### src/rtl/ifu_pkg.sv
// Shared definitions for the instruction-fetch PC unit: FSM encodings,
// default address-map constants and the branch-offset helper.
package ifu_pkg;

  typedef enum logic [1:0] {
    ST_RUN   = 2'b00,
    ST_HALT  = 2'b01,
    ST_FAULT = 2'b10,
    ST_BAD   = 2'b11
  } ifu_state_t;

  localparam logic [31:0] DEF_RESET_PC = 32'h0000_3000;
  localparam logic [31:0] DEF_IM_BASE  = 32'h0000_3000;
  localparam int unsigned DEF_IM_WORDS = 4096;

  // Word offset to byte offset: sign-extend imm16, then shift left by two.
  function automatic logic [31:0] sext_shl2(input logic [15:0] imm);
    return {{14{imm[15]}}, imm, 2'b00};
  endfunction

endpackage

### src/rtl/ifu_npc.sv
// Next-PC selection for the fetch unit; purely combinational.
// Redirect priority is jr, then j/jal, then taken branch, then pc+4.
module ifu_npc
  import ifu_pkg::*;
(
  input  logic [31:0] adr,
  input  logic        branch_taken,
  input  logic [15:0] branch_off,
  input  logic        jump,
  input  logic [25:0] jump_idx,
  input  logic        jr,
  input  logic [31:0] jr_target,
  output logic [31:0] next_pc,
  output logic [31:0] pc4
);

  assign pc4 = adr + 32'd4;

  always_comb begin
    next_pc = pc4;
    if (jr) begin
      next_pc = jr_target;
    end else if (jump) begin
      next_pc = {pc4[31:28], jump_idx, 2'b00};
    end else if (branch_taken) begin
      next_pc = pc4 + sext_shl2(branch_off);
    end
  end

endmodule

### src/rtl/ifu_pc.sv
// Instruction-fetch PC register with RUN/HALT/FAULT control and fetch-range trap.
// Defining IFU_FETCH_CNT_EN adds the fetch_cnt output and its counter.
module ifu_pc
  import ifu_pkg::*;
#(
  parameter logic [31:0] RESET_PC = DEF_RESET_PC,
  parameter logic [31:0] IM_BASE  = DEF_IM_BASE,
  parameter int unsigned IM_WORDS = DEF_IM_WORDS
) (
  input  logic        clk,
  input  logic        reset,
  input  logic        stall,
  input  logic        branch_taken,
  input  logic [15:0] branch_off,
  input  logic        jump,
  input  logic [25:0] jump_idx,
  input  logic        jr,
  input  logic [31:0] jr_target,
  input  logic        halt,
  output logic [31:0] adr,
  output logic [31:0] pc4,
  output logic [1:0]  state,
`ifdef IFU_FETCH_CNT_EN
  output logic [31:0] fetch_cnt,
`endif
  output logic        pc_err
);

  // One past the last legal byte address, kept 33 bits wide so a range
  // ending exactly at 2^32 does not wrap to zero.
  localparam logic [32:0] IM_END = {1'b0, IM_BASE} + (33'(IM_WORDS) * 33'd4);

  logic [31:0] adr_reg;
  logic [31:0] next_pc;
  ifu_state_t  state_reg;
  logic        pc_err_reg;
  logic        target_ok;
  logic        adr_update;

  ifu_npc u_npc (
    .adr          (adr_reg),
    .branch_taken (branch_taken),
    .branch_off   (branch_off),
    .jump         (jump),
    .jump_idx     (jump_idx),
    .jr           (jr),
    .jr_target    (jr_target),
    .next_pc      (next_pc),
    .pc4          (pc4)
  );

  assign target_ok  = (next_pc[1:0] == 2'b00) && (next_pc >= IM_BASE) &&
                      ({1'b0, next_pc} < IM_END);
  assign adr_update = (state_reg == ST_RUN) && !halt && !stall && target_ok;

  always_ff @(posedge clk) begin
    if (!reset) begin
      adr_reg    <= RESET_PC;
      state_reg  <= ST_RUN;
      pc_err_reg <= 1'b0;
    end else begin
      case (state_reg)
        ST_RUN: begin
          if (halt) begin
            state_reg <= ST_HALT;
          end else if (!stall) begin
            if (target_ok) begin
              adr_reg <= next_pc;
            end else begin
              state_reg  <= ST_FAULT;
              pc_err_reg <= 1'b1;
            end
          end
        end
        ST_HALT: begin
          state_reg <= ST_HALT;
        end
        // ST_FAULT and the unreachable encoding both hold the trap
        default: begin
          pc_err_reg <= 1'b1;
        end
      endcase
    end
  end

  assign adr    = adr_reg;
  assign state  = state_reg;
  assign pc_err = pc_err_reg;

`ifdef IFU_FETCH_CNT_EN
  logic [31:0] fetch_cnt_reg;

  always_ff @(posedge clk) begin
    if (!reset) begin
      fetch_cnt_reg <= 32'd0;
    end else if (adr_update) begin
      fetch_cnt_reg <= fetch_cnt_reg + 32'd1;
    end
  end

  assign fetch_cnt = fetch_cnt_reg;
`endif

endmodule

### config.mk
export PLATFORM = sky130hd
export DESIGN_NAME = ifu_pc
export DESIGN_NICKNAME = d
export VERILOG_FILES = /design/src/rtl/ifu_pkg.sv /design/src/rtl/ifu_npc.sv /design/src/rtl/ifu_pc.sv
export SDC_FILE = /design/constraint.sdc
export NUM_CORES = 1
export LEC_CHECK = 0
export CORE_UTILIZATION = 45
export CTS_CLUSTER_SIZE = 24
export DETAILED_ROUTE_END_ITERATION = 8
export GPL_TIMING_DRIVEN = 0
export PLACE_DENSITY = 0.84
export SYNTH_ARGS = -nofsm -noshare
export SYNTH_HDL_FRONTEND = slang
export SYNTH_HIERARCHICAL = 1
export SYNTH_SLANG_ARGS = --single-unit
### constraint.sdc
create_clock -name clk -period 5.2 [get_ports clk]
set_clock_uncertainty 0.15 [all_clocks]
set_input_delay 1.3 -clock clk [delete_from_list [all_inputs] [get_ports clk]]
set_output_delay 1.3 -clock clk [all_outputs]
set_load 0.03 [all_outputs]
Word level (Yosys, flattened, before mapping):

Index checks and enable logic that the tools add are counted.

* bitwise gates (word level): 3
* add/subtract/negate cells: 2
* shift operators: 0
* mux-type cells: 11
* reductions and logical operators: 8
* equal/unequal tests: 6
* div/mod/pow operators: 0
* magnitude comparators: 2
* multipliers: 0

Operator list (number)
* 32-bit 2-to-1 mux: 3
* 32-bit by 3-bit adder with 32-bit output, second input constant: 1
* 32-bit adder: 1
* 32-bit by 14-bit greater-or-equal comparator with 1-bit output, second input constant: 1
* 32-bit by 15-bit less-than comparator with 1-bit output, second input constant: 1
* 4-bit AND reduction: 2
* 2-bit 2-to-1 mux: 3
* 2-bit != test, second input constant: 3
* 3-bit != test, second input constant: 2
* 2-bit zero test: 2
* 2-bit one-hot mux with 2 select lines: 1
* 1-bit 2-to-1 mux: 3
* 1-bit NOT: 3
* 3-bit AND reduction: 1
* 2-bit by 1-bit == test with 1-bit output, second input constant: 1
* 1-bit logical AND: 2
* 1-bit one-hot mux with 2 select lines: 1
* 2-bit nonzero test: 1

* logic and storage cells: 35
* memories kept: 0
* latch bits: 0
* flip-flop bits (word level): 35
* output and inout bits: 67
* bits in writable memories: 0
* memory bits (read-only): 0

Depth between registers and ports, before layout:

Gate-level depths: netlist (run 1).

* depth after elaboration: 12
* gate-level depth with buffers: 21
* depth with buffers taken out: 19

Hierarchy:

The synthesis (run 1) kept the hierarchy.

By module, submodules not included
* ifu_npc: times used 1, seq. area each 0.0 µm², cells an instance 478, area an instance 3199.3 µm²
* ifu_pc: times used 1, seq. area each 700.7 µm², cells an instance 125, area an instance 1350.0 µm²

Least setup slack after synthesis (run 1):

No wires, ideal clock.

* kind: register -> register
* start point: reg adr_reg[2], in the netlist adr[2]
* end point: reg adr_reg[12], in the netlist adr[12]
* data arrival time: 4.630 ns
* period minus slack after synthesis: 4.914 ns
* cell stages (with the launch flop): 21
* slack: 0.286 ns
* library setup time: 0.134 ns
* buffers on the path: 3
* path through: dfxtp_1 > ha_1 > nand2_1 > nor3_4 > and2_2 > nand2_1 > xnor2_1 > ha_1 > and3_1 > clkbuf_1 > and3_1 > a21o_1 > o41ai_2 > mux2_1 > a31oi_1 > nor3_1 > and4_1 > buf_4 > buf_6 > nand4_1 > nand3_1

* longest elaborated chain between the ends: 9

RTL lines
* from (decl): RTL line ifu_pc.sv:33 `logic [31:0] adr_reg;`
* from (signal assigned): RTL line ifu_pc.sv:68 `adr_reg <= next_pc;`
* 32-bit by 3-bit adder with 32-bit output (*): RTL line ifu_npc.sv:17 `assign pc4 = adr + 32'd4;`
* net pc4[16]: RTL line ifu_pc.sv:21 `output logic [31:0] pc4,`
* 32-bit adder (*): RTL line ifu_npc.sv:26 `next_pc = pc4 + sext_shl2(branch_off);`
* 32-bit 2-to-1 mux (*): RTL line ifu_npc.sv:25 `end else if (branch_taken) begin`
* 32-bit 2-to-1 mux (*): RTL line ifu_npc.sv:23 `end else if (jump) begin`
* 32-bit 2-to-1 mux (*): RTL line ifu_npc.sv:21 `if (jr) begin`
* net next_pc[24]: RTL line ifu_pc.sv:34 `logic [31:0] next_pc;`
* 32-bit by 14-bit greater-or-equal comparator with 1-bit output: RTL line ifu_pc.sv:52 `assign target_ok = (next_pc[1:0] == 2'b00) && (next_pc >= IM_BASE) &&`
* 1-bit logical AND: RTL line ifu_pc.sv:52
* 1-bit logical AND (*): RTL line ifu_pc.sv:52
* 4-bit AND reduction (no source line) (*)

Mark *: on every way through the listed nets, which the timed path passes. The rest lies on a longest branch.
A chain may end at the register's enable or synchronous reset.

Worst setup path after layout (run 1):

* start point: reg adr_reg[2], in the netlist adr[2]
* end point: reg adr_reg[3], in the netlist adr[3]

* longest elaborated chain between the ends: 9

RTL lines (RTL line)
* 32-bit by 3-bit adder with 32-bit output (*): ifu_npc.sv:17
* 32-bit adder: ifu_npc.sv:26
* 32-bit 2-to-1 mux: ifu_npc.sv:25
* 32-bit 2-to-1 mux (*): ifu_npc.sv:23
* 32-bit 2-to-1 mux (*): ifu_npc.sv:21
* net next_pc[29]: ifu_pc.sv:34
* 32-bit by 14-bit greater-or-equal comparator with 1-bit output: ifu_pc.sv:52
* 1-bit logical AND: ifu_pc.sv:52
* 1-bit logical AND (*): ifu_pc.sv:52
* 4-bit AND reduction (no source line) (*)

Marked as above.

==> metrics.log, run 1 <==
INFO  metric post_cts_hold_buffer_count = 0
INFO  metric syn-cell-area = 4549 um^2
INFO  metric ys_top_cells_by_area = sky130_fd_sc_hd__dfxtp_1 (15%), sky130_fd_sc_hd__ha_1 (9.9%), sky130_fd_sc_hd__xnor2_1 (7.3%)
INFO  metric core_region_area = 9774 um^2
INFO  metric grt_first_pass_wirelength = 24500 um
INFO  metric path_depth = 20
INFO  metric pwr-share-clk = 27.5%
INFO  metric grtUsageTotal = 30.36%
INFO  metric antenna_found_initial = 0
INFO  metric num-nets-final = 877
INFO  metric finalHoldViolCount = 0
INFO  metric internal_power = 0.4931 mW
INFO  metric crit_slowest_cell = sky130_fd_sc_hd__dfxtp_2
INFO  metric run_status = completed
INFO  metric path_cells = ha_2 -> nand2_1 -> nor3_4 -> and2_2 -> nand4_1 -> xnor2_2 -> ha_1 -> a21oi_1 -> o21bai_1 -> a21oi_1 -> o21ai_0 -> a31oi_1 -> o211ai_1 -> xnor2_1 -> a21oi_1 -> nor4_4 -> o2111ai_1 -> clkbuf_1 -> o21ai_0 -> a21boi_1
INFO  metric yosysTopAreaCell = sky130_fd_sc_hd__dfxtp_1
INFO  metric postSynthCellCount = 603
INFO  metric switching_share = 31.70%
INFO  metric totalWireLength = 16700 um
INFO  metric final_cell_count_no_fill = 892
INFO  metric timing.critical_path.from = adr[2]$_SDFFE_PN0P_
INFO  metric rrSetupSlack = 0.15 ns
INFO  metric synth_top_family_by_area = compound AO/OA/AOI/OAI gates
INFO  metric number_of_synthesized_flops_with_an_enable_pin = 0
INFO  metric path_common_cell = sky130_fd_sc_hd__a21oi_1
INFO  metric critical_path_peak_fanout = 10
INFO  metric timing.max_slew.rel_slack = 59.43%
INFO  metric fin_crit_sh = 97.21%
INFO  metric n_antenna_cell = 0
INFO  metric detailedPlacementHpwl = 13580 um
INFO  metric timing.critical_path.to = adr[3]$_SDFFE_PN0P_
INFO  metric synth_mux_area_share = 3.383%
INFO  metric synth-seq-area-share = 15.40%
INFO  metric ys_types = 84
INFO  metric cts_buffer_depth = 2
INFO  metric worst_hold_path_type = reg2reg
INFO  metric drt-initial-drc-count = 446
INFO  metric syn_avg_cell_area = 7.545 um^2
INFO  metric synth_area_in_compound_gates = 28.60%
INFO  metric criticalPathCategory = reg2reg
INFO  metric cp-start-kind = flip-flop
INFO  metric reg2reg_to = adr[3]$_SDFFE_PN0P_
INFO  metric drive_gt1_share = 9.881%
INFO  metric finalWeightedCongestion = 1.022
INFO  metric share_seq_of_total_power = 37.7%
INFO  metric number_of_port_buffers = 145
INFO  metric synth_simple_gate_area_share = 27.97%
INFO  metric timing.max_cap.violations = 0
INFO  metric cp_data_required_time = 5.22 ns
INFO  metric grt.overflow.total = 0
INFO  metric crit_buf_inv = 1
INFO  metric worst-endpoint-arrival = 5.07 ns
INFO  metric drc = 0
INFO  metric cts_sinks = 35
INFO  metric vdd.ir_drop.worst = 0.2203 mV
INFO  metric setup_viol = 0
INFO  metric cts_tree = yes
INFO  metric slew_viol_final = 0
INFO  metric final.hold.worst_slack = 0.3060 ns
INFO  metric layout_filler_cell_count = 843
INFO  metric yosys.area_share.adder = 10.34%
INFO  metric crit_path_end_kind = flip-flop
INFO  metric maxClockFrequency = 0.1978 GHz
INFO  metric design.portCount = 148
INFO  metric layout_min_cycle_time = 5.055 ns
INFO  metric detailroute.via_count = 5361
INFO  metric p_switching = 0.2289 mW
INFO  metric clk-insertion-delay-late = 0.29 ns
INFO  metric ff_latch_count_synth = 35
INFO  metric power.density = 113.7 nW/um^2
INFO  metric path_clk_slew = 0.07 ns
INFO  metric timing.hold.worst_path_depth = 1
INFO  metric clock_tree.htree_level_count = 2
INFO  metric largest_reg_flops = 32
INFO  metric core.rowCount = 36
INFO  metric ys_dominant_reg_cell = sky130_fd_sc_hd__dfxtp_1
INFO  metric clock_tree.root_cell = sky130_fd_sc_hd__clkbuf_8
INFO  metric wl_per_cell = 18.72 um
INFO  metric detail_route.first_pass.iterations = 6
INFO  metric viasPerCell = 6.010
INFO  metric asyncSetResetFlopFracSynth = 0%
INFO  metric cpLargestDelayFamily = compound AO/OA/AOI/OAI gates
INFO  metric cpPeakStageDelay = 0.44 ns
INFO  metric synth_nets = 721
INFO  metric fin_total_pwr = 0.7221 mW
INFO  metric grt_start_max_net_pins = 24
INFO  metric post-synth-top-area-fraction = 15.40%
INFO  metric final_core_util = 64.96%
INFO  metric p_leak = 2.701 nW
INFO  metric fp.dieArea = 10520 um^2
INFO  metric drtAntennaViolNets = 0
INFO  metric timing.rr.start = adr[2]$_SDFFE_PN0P_
INFO  metric area.growth.synth_to_final = 39.58%
INFO  metric via_count_of_the_first_global_routing_pass = 4788
INFO  metric synth.yosys.warnings = 6
INFO  metric placed_instances = 881
INFO  metric cts_buffers = 5
INFO  metric max_slew.worst_pin.slew = 0.6086 ns
INFO  metric die-width = 102.5 um
INFO  metric yosys.area_share.xor_xnor = 9.021%
INFO  metric timing.reg2reg.worst_path_depth = 20
INFO  metric power.combinational.fraction = 34.7%
INFO  metric die_height = 102.5 um
INFO  metric initial_utilization = 46.54%
## cells by family after synthesis
logic type,Yosys count
AO/OA/AOI/OAI,192
multiplexers,15
XOR/XNOR,46
flip-flops,35
buffers and inverters,55
AND/OR/NAND/NOR,223
adder cells (fa/ha/maj),37
## through the flow
step	setup TNS, ns	cell area [um^2]	setup WS (ns)
2_1_floorplan	0	4549	0.2862
6_report	0	6350	0.1452
3_5_place_dp	-14.87	6167	-0.5613
4_1_cts	0	6261	0.04964
5_1_grt	-0.2098	6350	-0.03237
3_3_place_gp	-14.11	6167	-0.5007
## Yosys cell counts (all sizes together) (3+ instances only)
library cell,n
mux2,3
and4,4
a21o,15
nand4,26
xor2,8
nand3,24
o21a,5
o211ai,8
o21bai,7
a211oi,7
a211o,4
a31oi,5
a21boi,14
o31ai,7
mux2i,12
nand2,63
and2,5
ha,36
o21ai,40
o22ai,11
or3,3
nand2b,8
a21oi,48
xnor2,38
nor3,12
clkbuf,22
dfxtp,35
nor2,38
buf,10
nor2b,4
and3,25
nor4,5
inv,23
## metal layers
layer / vias up / global-route usage, % / share of wire [%]
met5: - / 0 / 0
met4: 0 / 10.77 / 2.9
met3: 47 / 3.390 / 7.1
met2: 243 / 49.13 / 46
met1: 2532 / 41.64 / 44
li1: 2539 / - / -
## what timing repair did
item | 4_1_cts | 5_1_grt
setup endpoints to repair | 31 | 33
pin swaps | 0 | 4
gates resized for setup | 2 | 18
buffers inserted | 0 | 4
## cell type report
type / instances / area (um^2) / area share, %
Multi-Input combinational cell: 513 / 3675 / 57.87
Timing Repair Buffer: 149 / 1476 / 23.25
Sequential cell: 35 / 701.9 / 11.05
Tap cell: 133 / 166.4 / 2.621
Buffer: 32 / 156.4 / 2.463
Inverter: 23 / 86.33 / 1.360
Clock buffer: 6 / 82.58 / 1.300
Clock inverter: 1 / 5.005 / 0.07882
## cells in the final DEF (no fill, tap or decap), types with 16 or more instances in the layout
cell type | synthesis | routed
sky130_fd_sc_hd__nand3_1 | 23 | 23
sky130_fd_sc_hd__dfxtp_1 | 35 | 34
sky130_fd_sc_hd__inv_1 | 22 | 22
sky130_fd_sc_hd__nand4_1 | 24 | 24
sky130_fd_sc_hd__clkbuf_1 | 22 | 20
sky130_fd_sc_hd__nor2_1 | 35 | 35
sky130_fd_sc_hd__nand2_1 | 61 | 61
sky130_fd_sc_hd__a21oi_1 | 45 | 44
sky130_fd_sc_hd__ha_1 | 36 | 35
sky130_fd_sc_hd__clkdlybuf4s50_1 | 0 | 144
sky130_fd_sc_hd__xnor2_1 | 38 | 33
sky130_fd_sc_hd__o21ai_0 | 28 | 28
sky130_fd_sc_hd__and3_1 | 16 | 16
## worst min path at each step
stage	startpoint	to	slack (ns)
5_1_grt	pc_err$_SDFFE_PN0P_	pc_err$_SDFFE_PN0P_	0.33
3_3_place_gp	pc_err$_SDFFE_PN0P_	pc_err$_SDFFE_PN0P_	0.29
6_report	pc_err$_SDFFE_PN0P_	pc_err$_SDFFE_PN0P_	0.31
2_1_floorplan	pc_err$_SDFFE_PN0P_	pc_err$_SDFFE_PN0P_	0.47
4_1_cts	pc_err$_SDFFE_PN0P_	pc_err$_SDFFE_PN0P_	0.31
3_5_place_dp	pc_err$_SDFFE_PN0P_	pc_err$_SDFFE_PN0P_	0.30
## power by group through the flow
stage / sequential, mW / combinational (mW) / clock, mW
2_1_floorplan: 0.282 / 0.129 / 0
3_3_place_gp: 0.279 / 0.238 / 0
3_5_place_dp: 0.279 / 0.242 / 0
4_1_cts: 0.273 / 0.243 / 0.200
5_1_grt: 0.273 / 0.268 / 0.215
6_report: 0.273 / 0.251 / 0.199
Power figures use the tool's default switching activity.
==> inputs of run 2 (changes only) <==
Settings changed: CORE_UTILIZATION 45 to 48, CTS_CLUSTER_DIAMETER from default to 30, PLACE_DENSITY 0.84 to 0.89.
==> run 2 against run 1 <==
Compared with the run above: via count is 0.28% higher; critical path depth is 2 lower; worst hold slack better by 0.0099 ns; first-iteration DRC count is 2.7% lower; largest power group unchanged; wire length is 1.3% lower; die area is 6.1% lower; critical endpoint is now adr[12]$_SDFFE_PN1P_; sequential cell count stayed put; combinational power hardly changed; final cell count is 2.1% lower; sequential power hardly changed.
==> metrics.log, run 2 (same netlist as run 1, synthesis figures left out) <==
INFO  metric layout_min_cycle_time = 5.043 ns (-0.01148 ns)
INFO  metric area.growth.synth_to_final = 40.21%
INFO  metric detail_route.first_pass.iterations = 5 (-1)
INFO  metric drive_gt1_share = 10.50% (+0.62 points)
INFO  metric layout_common_cells = sky130_fd_sc_hd__clkdlybuf4s50_1 (144), sky130_fd_sc_hd__nand2_1 (61), sky130_fd_sc_hd__a21oi_1 (43)
INFO  metric cp-start-kind = input pin
INFO  metric critical_path_peak_fanout = 10 (unchanged)
INFO  metric n_antenna_cell = 0 (unchanged)
INFO  metric die_height = 99.36 um (-3.1%)
INFO  metric clk-insertion-delay-late = 0.29 ns (about the same)
INFO  metric finalHoldViolCount = 0 (unchanged)
INFO  metric maxClockFrequency = 0.1983 GHz (+0.23%)
INFO  metric worst_hold_path_type = reg2reg
INFO  metric path_cells = clkdlybuf4s50_1 -> ha_1 -> fa_1 -> a21o_1 -> a21oi_2 -> o21bai_2 -> o21ai_2 -> nand2_2 -> a21o_1 -> o41ai_2 -> mux2_1 -> a31oi_2 -> nor3_2 -> and4_1 -> buf_4 -> buf_6 -> nand4_1 -> nand3_1
INFO  metric grt.overflow.total = 0 (unchanged)
INFO  metric cts_tree = yes
INFO  metric fin_crit_sh = 96.99% (-0.22 points)
INFO  metric max_slew.worst_pin.slew = 0.5836 ns (-0.02494 ns)
INFO  metric setup_viol = 0 (unchanged)
INFO  metric number_of_port_buffers = 145 (unchanged)
INFO  metric timing.max_cap.violations = 0 (unchanged)
INFO  metric placed_instances = 859 (-2.5%)
INFO  metric grt_first_pass_wirelength = 24910 um (+1.7%)
INFO  metric crit_path_end_kind = flip-flop
INFO  metric grtUsageTotal = 31.98% (+1.6 points)
INFO  metric dpl-instance-area = 6140 um^2 (-0.45%)
INFO  metric cts_buffers = 5 (unchanged)
INFO  metric largest_reg_flops = 32 (unchanged)
INFO  metric power.density = 121.6 nW/um^2 (+7.0%)
INFO  metric clock_tree.root_cell = sky130_fd_sc_hd__clkbuf_8
INFO  metric die-width = 99.36 um (-3.1%)
INFO  metric detailedPlacementHpwl = 13310 um (-2.0%)
INFO  metric path_clk_slew = 0.07 ns (about the same)
INFO  metric core.rowCount = 35 (-2.8%)
INFO  metric crit_slowest_cell = sky130_fd_sc_hd__fa_1
INFO  metric crit_buf_inv = 3 (+2)
INFO  metric cp_data_required_time = 5.21 ns (about the same)
INFO  metric clock_tree.htree_level_count = 2 (unchanged)
INFO  metric design.portCount = 148 (unchanged)
INFO  metric core_region_area = 9196 um^2 (-5.9%)
INFO  metric grt_start_max_net_pins = 24 (unchanged)
INFO  metric cts_sinks = 35 (unchanged)
INFO  metric slew_viol_final = 0 (unchanged)
INFO  metric criticalPathCategory = in2reg
INFO  metric detailroute.via_count = 5376 (+0.28%)
INFO  metric vdd.ir_drop.worst = 0.2353 mV (+6.8%)
INFO  metric path_common_cell = sky130_fd_sc_hd__a21o_1
INFO  metric timing.max_slew.rel_slack = 60.81% (+1.4 points)
INFO  metric antenna_found_initial = 0 (unchanged)
INFO  metric layout.cell_area.non_filler = 6379 um^2 (+0.45%)
INFO  metric layout_commonest_cell = sky130_fd_sc_hd__clkdlybuf4s50_1
INFO  metric fp.dieArea = 9871 um^2 (-6.1%)
INFO  metric p_leak = 2.730 nW (+1.1%)
INFO  metric cpLargestDelayFamily = compound AO/OA/AOI/OAI gates
INFO  metric cpPeakStageDelay = 0.42 ns (-0.02 ns)
INFO  metric fin_total_pwr = 0.7759 mW (+7.5%)
INFO  metric finalWeightedCongestion = 1.045 (+2.2%)
INFO  metric drt-initial-drc-count = 434 (-2.7%)
INFO  metric via_count_of_the_first_global_routing_pass = 4924 (+2.8%)
INFO  metric worst-endpoint-arrival = 5.05 ns (-0.02 ns)
INFO  metric drc = 0 (unchanged)
INFO  metric least_setup_slack_across_all_paths_after_layout = 0.1567 ns (+0.01148 ns)
INFO  metric post_cts_hold_buffer_count = 0 (unchanged)
INFO  metric run_status = completed
INFO  metric totalWireLength = 16490 um (-1.3%)
INFO  metric initial_utilization = 49.47% (+2.9 points)
INFO  metric wl_per_cell = 18.88 um (+0.89%)
INFO  metric viasPerCell = 6.158 (+2.5%)
INFO  metric num-nets-final = 879 (+0.23%)
INFO  metric cts_buffer_depth = 2 (unchanged)
INFO  metric drtAntennaViolNets = 0 (unchanged)
INFO  metric final_cell_count_no_fill = 873 (-2.1%)
INFO  metric setup_ws_pre_cts = -0.5556 ns (+0.005749 ns)
run 2: cell count changes in the layout (fill, tap and decap cells not counted):
cell,delta
sky130_fd_sc_hd__mux2_2,-1
sky130_fd_sc_hd__clkbuf_2,+1
sky130_fd_sc_hd__a31oi_1,-1
sky130_fd_sc_hd__bufinv_16,+1
sky130_fd_sc_hd__buf_4,+2
sky130_fd_sc_hd__mux2_1,+1
sky130_fd_sc_hd__a21oi_2,+1
sky130_fd_sc_hd__a21oi_1,-1
sky130_fd_sc_hd__clkbuf_1,-1
sky130_fd_sc_hd__a31oi_2,+1
sky130_fd_sc_hd__o21ai_0,-1
sky130_fd_sc_hd__o21ai_1,+1
run 2: metal layers:
metal	wire length (um)	up-vias	track usage, %
li1	-	2559	-
met1	6994	2522	42.56
met2	7807	265	53.69
met3	1341	30	4.006
met4	342	0	10.29
met5	0	-	0
run 2: path summary, 6_finish.rpt:
check                         endpoint  slack [ns]           startpoint  cells past startpoint
setup / recovery  adr[12]$_SDFFE_PN1P_        0.16        branch_off[0]                     18
hold / removal     pc_err$_SDFFE_PN0P_        0.32  pc_err$_SDFFE_PN0P_                      1
setup reg to reg   adr[4]$_SDFFE_PN0P_        0.18  adr[2]$_SDFFE_PN0P_                     20
hold reg to reg    pc_err$_SDFFE_PN0P_        0.32  pc_err$_SDFFE_PN0P_                      1
run 2: report_power, final:
group	switching (mW)	total (mW)	internal [mW]
Combinational	0.130	0.249	0.119
Clock	0.0990	0.254	0.155
Sequential	0.00261	0.273	0.270
Total	0.232	0.776	0.544
run 2: final cells by class:
type                       instances  area [um^2]
inverter                          23        86.33
timing repair buffer             151         1491
clock inverter                     2        35.03
tap                              111        138.9
multi-input combinational        513         3685
buffer                            32        157.7
fill                             746         2818
clock buffer                       6        82.58
sequential                        35        701.9
run 2: worst reg2reg max path, cell delays in order (launching register included):
cell and delay, ns:
sky130_fd_sc_hd__dfxtp_2 0.45, sky130_fd_sc_hd__ha_2 0.27, sky130_fd_sc_hd__nand2_1 0.11, sky130_fd_sc_hd__nor3_4 0.26
sky130_fd_sc_hd__and2_2 0.24, sky130_fd_sc_hd__nand4_1 0.16, sky130_fd_sc_hd__xnor2_2 0.34, sky130_fd_sc_hd__ha_1 0.32
sky130_fd_sc_hd__a21oi_2 0.20, sky130_fd_sc_hd__o21bai_1 0.08, sky130_fd_sc_hd__a21oi_1 0.24, sky130_fd_sc_hd__o21ai_0 0.16
sky130_fd_sc_hd__a31oi_2 0.26, sky130_fd_sc_hd__o211ai_1 0.17, sky130_fd_sc_hd__xnor2_1 0.18, sky130_fd_sc_hd__a21oi_1 0.15
sky130_fd_sc_hd__nor4_4 0.37, sky130_fd_sc_hd__o2111ai_1 0.20, sky130_fd_sc_hd__clkbuf_2 0.22, sky130_fd_sc_hd__o21ai_1 0.24
sky130_fd_sc_hd__a21boi_1 0.12
run 2: repair_timing:
| item | CTS | global route |
|---|---|---|
| endpoints found under the setup margin | 33 | 31 |
| resized for setup | 6 | 18 |
| gates cloned | 0 | 0 |
| pin swaps | 0 | 5 |
| setup buffers | 0 | 6 |
run 2: stage by stage:
step           util, %  hold slack, ns  TNS (ns)
5_1_grt          69.36          0.3462   -0.1243
3_3_place_gp     66.76          0.2890    -14.65
4_1_cts          68.33          0.3210         0
2_1_floorplan        -          0.4728         0
6_report         69.36          0.3159         0
3_5_place_dp     66.76          0.3099    -16.51
==> inputs of run 3 (changes only) <==
==> constraint.sdc (replaced) <==
create_clock -name clk -period 5.2 [get_ports clk]
set_clock_uncertainty 0.15 [all_clocks]
set_input_delay 1.04 -clock clk [delete_from_list [all_inputs] [get_ports clk]]
set_output_delay 1.04 -clock clk [all_outputs]
set_load 0.03 [all_outputs]
==> run 3 against run 2 <==
Compared with the run above: fmax grew 0.48%; largest power group unchanged; combinational power barely moved; sequential cell count stayed put; setup slack better by 0.024 ns.
==> metrics.log, run 3 (same netlist as run 1, synthesis figures left out) <==
INFO  metric run_status = completed
INFO  metric crit_slowest_cell = sky130_fd_sc_hd__dfxtp_2
INFO  metric finalWeightedCongestion = 1.045 (unchanged)
INFO  metric cts_sinks = 35 (unchanged)
INFO  metric layout_filler_cell_count = 752 (+0.80%)
INFO  metric dpl-instance-area = 6140 um^2 (unchanged)
INFO  metric initial_utilization = 49.47% (unchanged)
INFO  metric setup_viol = 0 (unchanged)
INFO  metric die_height = 99.36 um (unchanged)
INFO  metric cp-start-kind = flip-flop
INFO  metric fp.dieArea = 9871 um^2 (unchanged)
INFO  metric vdd.ir_drop.worst = 0.2353 mV (about the same)
INFO  metric layout_common_cells = sky130_fd_sc_hd__clkdlybuf4s50_1 (144), sky130_fd_sc_hd__nand2_1 (61), sky130_fd_sc_hd__a21oi_1 (43)
INFO  metric fin_crit_sh = 96.52% (-0.47 points)
INFO  metric layout_min_cycle_time = 5.019 ns (-0.02420 ns)
INFO  metric max_slew.worst_pin.slew = 0.9527 ns (+0.3691 ns)
INFO  metric path_clk_slew = 0.07 ns (about the same)
INFO  metric p_leak = 2.725 nW (-0.19%)
INFO  metric power.density = 122.0 nW/um^2 (+0.34%)
INFO  metric crit_buf_inv = 1 (-2)
INFO  metric cpPeakStageDelay = 0.46 ns (+0.04 ns)
INFO  metric least_setup_slack_across_all_paths_after_layout = 0.1809 ns (+0.02420 ns)
INFO  metric largest_reg_flops = 32 (unchanged)
INFO  metric setup-tns-final = 0 ns (unchanged)
INFO  metric area.growth.synth_to_final = 39.69%
INFO  metric fin_total_pwr = 0.7756 mW (about the same)
INFO  metric drt-initial-drc-count = 416 (-4.1%)
INFO  metric final.hold.worst_slack = 0.3159 ns (-0.000008000 ns)
INFO  metric grt_start_max_net_pins = 24 (unchanged)
INFO  metric drc = 0 (unchanged)
INFO  metric cts_buffers = 5 (unchanged)
INFO  metric timing.max_cap.violations = 0 (unchanged)
INFO  metric design.portCount = 148 (unchanged)
INFO  metric criticalPathCategory = reg2reg
INFO  metric antenna_found_initial = 0 (unchanged)
INFO  metric viasPerCell = 6.151 (-0.11%)
INFO  metric detail_route.first_pass.iterations = 7 (+2)
INFO  metric core.rowCount = 35 (unchanged)
INFO  metric cpLargestDelayFamily = compound AO/OA/AOI/OAI gates
INFO  metric finalHoldViolCount = 0 (unchanged)
INFO  metric maxClockFrequency = 0.1992 GHz (+0.48%)
INFO  metric clk-insertion-delay-late = 0.30 ns (about the same)
INFO  metric setup_ws_pre_cts = -0.2956 ns (+0.2600 ns)
INFO  metric timing.critical_path.from = adr[2]$_SDFFE_PN0P_
INFO  metric critical_path_peak_fanout = 10 (unchanged)
INFO  metric totalWireLength = 16510 um (+0.17%)
INFO  metric grt.overflow.total = 0 (unchanged)
INFO  metric layout.cell_area.non_filler = 6355 um^2 (-0.37%)
INFO  metric grtUsageTotal = 31.98% (unchanged)
INFO  metric slew_viol_final = 0 (unchanged)
INFO  metric clock_tree.root_cell = sky130_fd_sc_hd__clkbuf_8
INFO  metric cts_tree = yes
INFO  metric timing.max_slew.rel_slack = 36.48% (-24 points)
INFO  metric detailedPlacementHpwl = 13310 um (unchanged)
INFO  metric post_cts_hold_buffer_count = 0 (unchanged)
INFO  metric path_cells = ha_2 -> nand2_1 -> nor3_4 -> and2_2 -> nand4_1 -> xnor2_2 -> ha_1 -> a21oi_2 -> o21bai_1 -> a21oi_1 -> o21ai_0 -> a31oi_2 -> o211ai_1 -> xnor2_1 -> a21oi_1 -> nor4_4 -> o2111ai_1 -> clkbuf_2 -> o21ai_1 -> a21boi_1
INFO  metric clock_tree.htree_level_count = 2 (unchanged)
INFO  metric crit_path_end_kind = flip-flop
INFO  metric n_antenna_cell = 0 (unchanged)
INFO  metric cts_buffer_depth = 2 (unchanged)
INFO  metric worst-endpoint-arrival = 5.04 ns (about the same)
INFO  metric drive_gt1_share = 9.724% (-0.77 points)
INFO  metric core_region_area = 9196 um^2 (unchanged)
INFO  metric worst_hold_path_type = reg2reg
INFO  metric via_count_of_the_first_global_routing_pass = 4924 (unchanged)
INFO  metric hold_start = pc_err$_SDFFE_PN0P_
INFO  metric cp_data_required_time = 5.22 ns (about the same)
INFO  metric layout_commonest_cell = sky130_fd_sc_hd__clkdlybuf4s50_1
INFO  metric grt_first_pass_wirelength = 24910 um (unchanged)
INFO  metric path_common_cell = sky130_fd_sc_hd__a21oi_1
INFO  metric number_of_port_buffers = 145 (unchanged)
INFO  metric die-width = 99.36 um (unchanged)
INFO  metric drtAntennaViolNets = 0 (unchanged)
INFO  metric wl_per_cell = 18.94 um (+0.28%)
INFO  metric detailroute.via_count = 5364 (-0.22%)
INFO  metric timing.rr.start = adr[2]$_SDFFE_PN0P_
INFO  metric num-nets-final = 878 (-0.11%)
==> run 3: layer usage <==
metal / up-vias / wire length (um) / GRT usage (%)
met2: 270 / 7739 / 53.69
met1: 2505 / 7152 / 42.56
met3: 40 / 1251 / 4.006
li1: 2549 / - / -
met5: - / 0 / 0
met4: 0 / 370 / 10.29
==> run 3: metrics by stage <==
stage               cells  util, %
floorplan             603        -
global placement      859    66.76
detailed placement    859    66.76
CTS                   867    68.33
global route          872    69.10
finish                872    69.10
==> run 3: power breakdown <==
group,total (mW),leakage [nW],switching [mW],internal [mW]
clock,0.255,0.0612,0.100,0.155
sequential,0.273,0.283,0.00257,0.270
combinational,0.248,2.38,0.129,0.119
==> run 3: area by class of cell <==
class / instances / area (um^2) / area share, %
tap: 111 / 138.9 / 2.185
inverter: 23 / 86.33 / 1.359
clock inverter: 2 / 35.03 / 0.5513
clock buffer: 6 / 82.58 / 1.299
multi-input combinational: 513 / 3666 / 57.69
sequential: 35 / 701.9 / 11.05
buffer: 32 / 156.4 / 2.461
timing repair buffer: 150 / 1488 / 23.41
==> run 3: worst paths after layout <==
check	end	slack, ns	depth (start not counted)
setup / recovery	adr[4]$_SDFFE_PN0P_	0.18	20
hold / removal	pc_err$_SDFFE_PN0P_	0.32	1
setup reg to reg	adr[4]$_SDFFE_PN0P_	0.18	20
hold reg to reg	pc_err$_SDFFE_PN0P_	0.32	1
==> run 3: repair_timing <==
item,in CTS,in global routing
endpoints found under the setup margin,5,31
pin swaps,0,4
setup buffers,0,5
resized for setup,6,11
